`src/rtl/param_router.sv`:
```
// param_router: N_PORTS input channels, each with its own FIFO, feeding one
// registered output stage through a round-robin or fixed-priority arbiter.
//   clk          rising-edge clock
//   rst          asynchronous active-low reset
//   in_data      per-channel data, channel i at [i*DATA_W +: DATA_W]
//   request      per-channel write request
//   ready        per-channel "FIFO not full" (combinational from occupancy)
//   out_data     routed word
//   out_valid    out_data/out_src hold a valid word
//   out_ready    downstream accepts the word
//   out_src      source channel of out_data
//   reject_count saturating count of requests refused for lack of space
module param_router #(
  parameter int unsigned N_PORTS    = 4,
  parameter int unsigned DATA_W     = 8,
  parameter int unsigned FIFO_DEPTH = 4,
  parameter int unsigned ARB_MODE   = 0
) (
  input  logic                        clk,
  input  logic                        rst,
  input  logic [N_PORTS*DATA_W-1:0]   in_data,
  input  logic [N_PORTS-1:0]          request,
  output logic [N_PORTS-1:0]          ready,
  output logic [DATA_W-1:0]           out_data,
  output logic                        out_valid,
  input  logic                        out_ready,
  output logic [$clog2(N_PORTS)-1:0]  out_src,
  output logic [7:0]                  reject_count
);

  localparam int unsigned SRC_W = $clog2(N_PORTS);
  localparam int unsigned PTR_W = $clog2(FIFO_DEPTH);
  localparam int unsigned CNT_W = PTR_W + 1;
  localparam int unsigned REJ_W = $clog2(N_PORTS + 1);

  logic                run;
  logic [PTR_W-1:0]    wr_ptr [N_PORTS];
  logic [PTR_W-1:0]    rd_ptr [N_PORTS];
  logic [CNT_W-1:0]    count  [N_PORTS];
  logic [DATA_W-1:0]   mem    [N_PORTS][FIFO_DEPTH];

  logic [N_PORTS-1:0]  full;
  logic [N_PORTS-1:0]  empty;
  logic [N_PORTS-1:0]  push;
  logic [N_PORTS-1:0]  pop;
  logic                load;
  logic                grant_valid;
  logic [SRC_W-1:0]    grant_idx;
  logic [SRC_W-1:0]    rr_idx;
  logic [SRC_W-1:0]    last_grant;
  logic [REJ_W-1:0]    rej_n;
  logic [8:0]          rej_sum;

  // FIFO status from registered occupancy only
  always_comb begin
    full  = '0;
    empty = '0;
    for (int i = 0; i < int'(N_PORTS); i++) begin
      full[i]  = (count[i] == CNT_W'(FIFO_DEPTH));
      empty[i] = (count[i] == '0);
    end
  end

  // run holds ready low from reset until the first edge after release
  assign ready = {N_PORTS{run}} & ~full;
  assign push  = request & ready;
  assign load  = ~out_valid | out_ready;

  // Arbiter; loops run from lowest to highest priority so the last hit wins
  always_comb begin
    grant_valid = 1'b0;
    grant_idx   = '0;
    rr_idx      = '0;
    if (ARB_MODE == 1) begin
      for (int i = int'(N_PORTS) - 1; i >= 0; i--) begin
        if (!empty[i]) begin
          grant_valid = 1'b1;
          grant_idx   = SRC_W'(i);
        end
      end
    end else begin
      for (int k = int'(N_PORTS); k >= 1; k--) begin
        rr_idx = SRC_W'((int'(last_grant) + k) % int'(N_PORTS));
        if (!empty[rr_idx]) begin
          grant_valid = 1'b1;
          grant_idx   = rr_idx;
        end
      end
    end
  end

  always_comb begin
    pop = '0;
    if (load && grant_valid) pop[grant_idx] = 1'b1;
  end

  // Number of refused requests this cycle, added with saturation
  always_comb begin
    rej_n = '0;
    for (int i = 0; i < int'(N_PORTS); i++) begin
      rej_n = rej_n + REJ_W'(request[i] & ~ready[i]);
    end
    rej_sum = {1'b0, reject_count} + 9'(rej_n);
  end

  // FIFO pointers and occupancy
  always_ff @(posedge clk or negedge rst) begin
    if (!rst) begin
      run <= 1'b0;
      for (int i = 0; i < int'(N_PORTS); i++) begin
        wr_ptr[i] <= '0;
        rd_ptr[i] <= '0;
        count[i]  <= '0;
      end
    end else begin
      run <= 1'b1;
      for (int i = 0; i < int'(N_PORTS); i++) begin
        if (push[i]) wr_ptr[i] <= wr_ptr[i] + PTR_W'(1);
        if (pop[i])  rd_ptr[i] <= rd_ptr[i] + PTR_W'(1);
        if (push[i] && !pop[i])      count[i] <= count[i] + CNT_W'(1);
        else if (!push[i] && pop[i]) count[i] <= count[i] - CNT_W'(1);
      end
    end
  end

  // FIFO storage; contents are don't-care once occupancy is cleared
  always_ff @(posedge clk) begin
    for (int i = 0; i < int'(N_PORTS); i++) begin
      if (push[i]) mem[i][wr_ptr[i]] <= in_data[i*int'(DATA_W) +: DATA_W];
    end
  end

  // Output register, round-robin history and reject counter
  always_ff @(posedge clk or negedge rst) begin
    if (!rst) begin
      out_valid    <= 1'b0;
      out_data     <= '0;
      out_src      <= '0;
      last_grant   <= SRC_W'(N_PORTS - 1);
      reject_count <= '0;
    end else begin
      if (load) begin
        if (grant_valid) begin
          out_valid  <= 1'b1;
          out_data   <= mem[grant_idx][rd_ptr[grant_idx]];
          out_src    <= grant_idx;
          last_grant <= grant_idx;
        end else begin
          out_valid  <= 1'b0;
        end
      end
      reject_count <= rej_sum[8] ? 8'hFF : rej_sum[7:0];
    end
  end

endmodule

```
`config.mk`:
```
export PLATFORM = sky130hd
export DESIGN_NAME = param_router
export DESIGN_NICKNAME = d
export VERILOG_FILES = /design/src/rtl/param_router.sv
export SDC_FILE = /design/constraint.sdc
export NUM_CORES = 1
export LEC_CHECK = 0
export ABC_AREA = 1
export BUFFER_PORTS_ARGS = -buffer_cell sky130_fd_sc_hd__buf_2
export CAP_MARGIN = 20
export CELL_PAD_IN_SITES_DETAIL_PLACEMENT = 1
export CELL_PAD_IN_SITES_GLOBAL_PLACEMENT = 1
export CORE_ASPECT_RATIO = 0.75
export CORE_UTILIZATION = 35
export CTS_BUF_LIST = sky130_fd_sc_hd__clkbuf_8
export DETAILED_ROUTE_END_ITERATION = 10
export GPL_TIMING_DRIVEN = 0
export PLACE_DENSITY = 0.71
export SLEW_MARGIN = 25
export SYNTH_ARGS = -nofsm -noshare
export SYNTH_HDL_FRONTEND = slang
export SYNTH_SLANG_ARGS = --single-unit
```
`constraint.sdc`:
```
create_clock -name clk -period 3.1 [get_ports clk]
set_clock_uncertainty 0.05 [all_clocks]
set_input_delay 0.93 -clock clk [delete_from_list [all_inputs] [get_ports clk]]
set_output_delay 0.93 -clock clk [all_outputs]
set_load 0.005 [all_outputs]
```
* Word level (Yosys, flattened, before mapping) *
Memories as Yosys holds them, arrays and structs flattened.
Index checks and enable logic that the tools add are counted.

storage, ports and cells
  register bits after elaboration = 50
  latch bits = 0
  bits in writable memories = 128
  bits in read-only memories = 0
  output and inout port bits = 23
  logic and storage cells = 164
  memories = 1

memories
  name  depth  bits a word  rd ports  clocked after memory_dff  write ports  line  source
  mem   4      32           1         0                         4            40    logic [DATA_W-1:0] mem [N_PORTS][FIFO_DEPTH];

cells by class
  add/sub/neg operators = 24
  multiply operators = 0
  divide/modulo/power cells = 0
  order comparisons = 16
  equality and inequality tests = 4
  shifts and indexed selects = 0
  mux-type cells = 51
  bitwise logic cells = 19
  reduce and logical (&&, ||, !) cells = 31

operator list
  cell                 number
  $mux 32              4
  $demux 8 s2          4
  $mux 8               7
  $mux 3               8
  $add 2x1->2 const B  10
  $ge 3x3->1 const B   6
  $not 2->3            6
  $bmux 8 s2           1
  $lt 2x3->1 const B   5
  $logic_and 1x1->1    14
  $mux 1               14
  $add 3x1->3 const B  4
  $and 1x3->3          4
  $eq 3x3->1 const B   4
  $logic_not 3->1      4
  $lt 3x1->1 const B   4
  $mux 2               6
  $not 1->3            4
  $sub 3x1->3 const B  4
  $add 3x3->3          3
  $add 8x3->9          1
  $and 4x4->4          2
  $bmux 1 s2           4
  $logic_not 1->1      8
  10 further kinds     14

* Longest topological paths before layout *
  depth in word-level cells = 15
  depth in mapped cells = 20
  depth with buffers taken out = 18

* Worst setup path after synthesis *
No wires, ideal clock.

  path type = input to register
  from = input port request[1]
  to = register reject_count[2]
  arrival = 3.109 ns
  required time = 2.967 ns
  path slack = -0.141 ns
  stages = 12
  buffers on the path = 0
  cell sequence = inv_1 -> nor2_1 -> fa_1 -> ha_1 -> ha_1 -> inv_1 -> fa_1 -> nor2_1 -> nor2_1 -> nor4_1 -> nand2_1 -> o21ai_0

on the way
  word-level cells in the longest chain between the ends = 6

ends and longest elaborated chain
  element                    line  source
  from (decl)                22    input logic [N_PORTS-1:0] request,
  $and 1x3->3                101   rej_n = rej_n + REJ_W'(request[i] & ~ready[i]);
  $add 3x3->3 (3 in series)  101
  $add 8x3->9                103   rej_sum = {1'b0, reject_count} + 9'(rej_n);
  $mux 8                     152   reject_count <= rej_sum[8] ? 8'hFF : rej_sum[7:0];
  to (signal assigned)       152
  to (decl)                  28    output logic [7:0] reject_count

No other way between the ends.
A chain may end at the register's enable or synchronous reset.

* Final worst setup path *
  from = register last_grant[0]
  to = register count[11] (netlist bit)

on the way
  word-level cells in the longest chain between the ends = 15
  elaborated cells on any way between the ends = 32
  those cells by class = add/sub: 4; order compare: 2; mux: 20; reduce/logical: 6

ends and longest elaborated chain
  element                                                         line  source
  from (decl)                                                     50    logic [SRC_W-1:0] last_grant;
  from (signal assigned)                                          139   last_grant <= SRC_W'(N_PORTS - 1);
  from (signal assigned)                                          147   last_grant <= grant_idx;
  $add 2x1->2                                                     83    rr_idx = SRC_W'((int'(last_grant) + k) % int'(N_PORTS));
  $bmux 1 s2                                                      84    if (!empty[rr_idx]) begin
  $mux 1 (not written as such)                                    84
  $mux 2 (4 in series)                                            84
  $lt 2x3->1 (not written as such) or $ge 2x1->1 (tied branches)  94    if (load && grant_valid) pop[grant_idx] = 1'b1;
  $logic_and 1x1->1 (not written as such)                         94
  $mux 1 (not written as such)                                    94
  $demux 1 s2                                                     94
  $mux 4 (*)                                                      94
  $logic_not 1->1                                                 120   if (push[i] && !pop[i]) count[i] <= count[i] + CNT_W'(1);
  $logic_and 1x1->1                                               120
  $mux 3 or $reduce_bool 2->1 (tied branches)                     n/a
  to (signal, indexed assignment)                                 120
  to (signal, indexed assignment)                                 121   else if (!push[i] && pop[i]) count[i] <= count[i] - CNT_W'(1);
  to (decl)                                                       39    logic [CNT_W-1:0] count [N_PORTS];

Mark *: on every way between the ends. The rest lies on a longest branch, timed or not. The select of a mux whose other input is x is not followed.

==> summary.md <==
| Metric | Value |
|---|---|
| CTS Hold Buffers Added | `0` |
| Placeable Area | `roughly 24000 µm²` |
| Yosys warnings | `0` |
| CTS tree | `done` |
| Classification of the worst setup path | `flop to flop` |
| Post-synthesis sequential area ratio | `0.593` |
| Synth Area in Simple Gates | `0.220` |
| Via count | `6457` |
| Rel. slew slack | `0.425` |
| Crit-path max FO | `5` |
| RSZ-0062 raised after global routing | `true` |
| Synth Register Bits | `~180` |
| # H-tree levels | `4` |
| Syn Inst Count | `roughly 880` |
| Fmax | `approximately 330 MHz` |
| Compound-cell area share of the yosys netlist | `0.0201` |
| Netlist Area Pre-Place | `roughly 8600 µm²` |
| Vias in the first global route | `6453` |
| Post-layout util | `0.428` |
| Slew Limit Fails | `0` |
| Largest family of logic cells by synthesized area | `simple AND/OR/NAND/NOR gates` |
| Crit end category | `flop` |
| Crit path max-delay family | `flip-flops` |
| Routed Antenna Nets | `0` |
| Overall global routing resource usage | `0.207` |
| Worst setup SP type | `flop` |
| Initial Utilization | `0.358` |
| Xor/xnor share of the synthesized area | `0.0192` |
| Reg2reg end | `count[11]$_DFFE_PN0P_` |
| Final hold slack | `~0.42 ns` |
| Multiplexer share of the synthesized area | `0.00524` |
| DPL Wire Length | `between 15000 and 20000 µm` |
| CP required | `3.43 ns` |
| Rows | `between 40 and 50` |
| Final hold vios | `0` |
| Area delta synth->final | `19.7%` |
| Buf/Inv on CP | `4` |
| DR vias/cell | `roughly 4.9` |
| Worst min path class | `input port to async pin` |
| Setup violators final | `0` |
| Critical Path Max Stage Delay | `around 0.70 ns` |
| Worst r2r src | `last_grant[0]$_DFFE_PN1P_` |
| Root buf cell | `clkbuf_8` |
| # port buffers | `61` |
| Synth unique cells | `34` |
| Post-route minimum period | `between 3 and 4 ns` |
| First-pass GRT wire length | `between 30000 and 40000 µm` |
| Post-Synth Adder-Cell Area | `0.0503` |
| Post-Route WL | `around 25000 µm` |
| Nets@finish | `around 1000` |
| Tcrit/Tclk final | `0.987` |
| DIE HEIGHT | `138 µm` |
| Grt ovf | `0` |
| Maximum clock path buffer count | `2` |
| WP data arrival | `3.38 ns` |
| Cts bufs inserted | `17` |
| Syn avg cell area | `around 10 µm²` |
| R2R setup slack | `between 0.04 and 0.05 ns` |
| Max Cap Viol | `0` |
| FF-to-FF path depth | `17` |
| Worst path cell trace | `buf_6 -> nand3_2 -> nand3_4 -> nand2_2 -> a221oi_2 -> nand2_2 -> o21ai_4 -> inv_2 -> nand2_4 -> nor2_4 -> inv_1 -> ha_2 -> inv_2 -> fa_2 -> a21oi_2 -> o21ai_1 -> xor2_1` |
| Full die area | `~25000 µm²` |
| I/O pins | `62` |
| Clk sinks | `between 150 and 200` |
| Ant. Diodes | `0` |
| Largest net degree at the start of global routing | `51` |
| Post-route DRC violation count | `0` |
| Syn_nets | `between 900 and 1000` |
| Fin Setup TNS | `0 ns` |
| Worst Max-Slew Pin Slew | `approximately 0.86 ns` |
| Initial antenna violation count | `0` |
| Drt first pass iters | `5` |
| Status | `finished clean` |
| Worst skew pair latency | `between 0.4 and 0.5 ns` |
| WL per Instance | `~19 µm` |
| Share of cells above drive strength 1 | `0.235` |
| Die width | `183 µm` |
| RePlAce Congestion | `between 0.8 and 0.9` |
| DR iter-0 viols | `slightly above 400` |
| CTS clk-pin slew, worst paths | `0.10 ns` |
| Slowest stage cell, crit path | `dfstp_2` |
synthesized netlist by cell type:
cell type,count,area (µm²)
a21oi_1,11,55.1
a221oi_1,1,8.76
a41oi_1,1,8.76
and2_1,1,6.26
buf_2,21,105
buf_4,3,22.5
buf_6,8,90.1
clkbuf_1,1,3.75
clkinv_1,5,18.8
conb_1,1,3.75
dfrtp_1,48,1200
dfstp_2,2,52.6
edfxtp_1,128,3840
fa_1,6,120
ha_1,25,313
inv_1,142,533
inv_2,4,15.0
mux2_2,4,45.0
nand2_1,196,736
nand2_2,7,43.8
nand2_4,2,22.5
nand3_1,169,846
nand3_2,2,20.0
nand3_4,1,17.5
nand3b_1,1,7.51
nor2_1,46,173
nor3_1,1,5.00
nor4_1,2,12.5
o211ai_1,2,15.0
o21ai_0,17,85.1
or2_2,1,6.26
xnor2_1,4,35.0
xnor2_2,1,16.3
xor2_1,13,114
cells in the final DEF, fill, tap and decap left out, types with 3 or more instances in the layout:
master / Yosys / routed
nand2_1: 196 / 188
nand3_1: 169 / 155
inv_1: 142 / 134
edfxtp_1: 128 / 128
buf_2: 21 / 79
dfrtp_1: 48 / 44
nor2_1: 46 / 35
buf_4: 3 / 21
ha_1: 25 / 20
clkbuf_8: 0 / 20
nand3_2: 2 / 14
xor2_1: 13 / 13
inv_2: 4 / 11
nand2_2: 7 / 11
buf_6: 8 / 11
nor2_4: 0 / 10
o21ai_0: 17 / 10
nand2_4: 2 / 6
a21oi_1: 11 / 6
o21ai_1: 0 / 6
inv_4: 0 / 5
xnor2_1: 4 / 4
mux2_2: 4 / 4
clkinv_1: 5 / 4
ha_4: 0 / 4
dfrtp_2: 0 / 4
nand3_4: 1 / 3
buf_12: 0 / 3
a21oi_2: 0 / 3
fa_2: 0 / 3
fa_1: 6 / 3
clkinv_4: 0 / 3
flip-flops by register name, summed over array words and instances, names as in the netlist:
register      flops
out_valid         1
last_grant        2
out_src           2
count            12
rd_ptr            8
out_data          8
wr_ptr            8
mem             128
reject_count      8
run               1
kinds of logic (layout without fill, tap and decap cells):
family                     Yosys count  in the layout
adders and majority gates           31             31
DFF                                178            178
xor gates and xnor gates            18             18
AOI/OAI and AO/OA                   32             32
other                                1              1
muxes                                4              4
and+or+nand+nor                    429            429
buffers and inverters              184            298
how the worst max path moves through the flow:
stage                               from                         to  depth (start not counted)
2_1_floorplan                 request[1]  reject_count[3]$_DFF_PN0_                         12
3_3_place_gp                  request[3]  reject_count[2]$_DFF_PN0_                         13
3_5_place_dp                  request[3]  reject_count[3]$_DFF_PN0_                         13
4_1_cts             count[9]$_DFFE_PN0P_  reject_count[3]$_DFF_PN0_                         13
5_1_grt        last_grant[0]$_DFFE_PN1P_      count[11]$_DFFE_PN0P_                         17
6_report       last_grant[0]$_DFFE_PN1P_      count[11]$_DFFE_PN0P_                         17
layer usage:
layer | global-route usage | up-vias | wire [µm]
met2 | 0.300 | 182 | 10600
met3 | 0.0452 | 24 | 1670
met1 | 0.308 | 3207 | 12400
met4 | 0.0588 | 0 | 333
li1 | - | 3044 | -
met5 | 0 | - | 0
area by class of cell:
cell class	count	area, µm²
plain buffers	31	229
inverters	151	589
clock buffers	20	275
repair buffers	84	512
fillers	2763	13700
multi-input cells	515	3060
well taps	331	414
clock inverters	12	106
flip-flops and latches	178	5100
repair_timing:
item	4_1_cts	5_1_grt
setup buffers	4	19
setup endpoints to repair	17	21
pin swaps	5	21
gates resized for setup	25	67
metrics by stage:
| step | cells | instance area, µm² | setup slack, ns |
|---|---|---|---|
| global placement | 1269 | 9390 | -0.577 |
| finish | 1322 | 10300 | 0.0412 |
| floorplan | 877 | 8670 | -0.0275 |
| CTS | 1303 | 9870 | 0.00187 |
| detailed placement | 1269 | 9400 | -0.607 |
| global route | 1322 | 10300 | -0.118 |
Power is left out: the tool's default activity adds up to more than one toggle a clock period on the data nets, which glitch-free logic cannot reach.
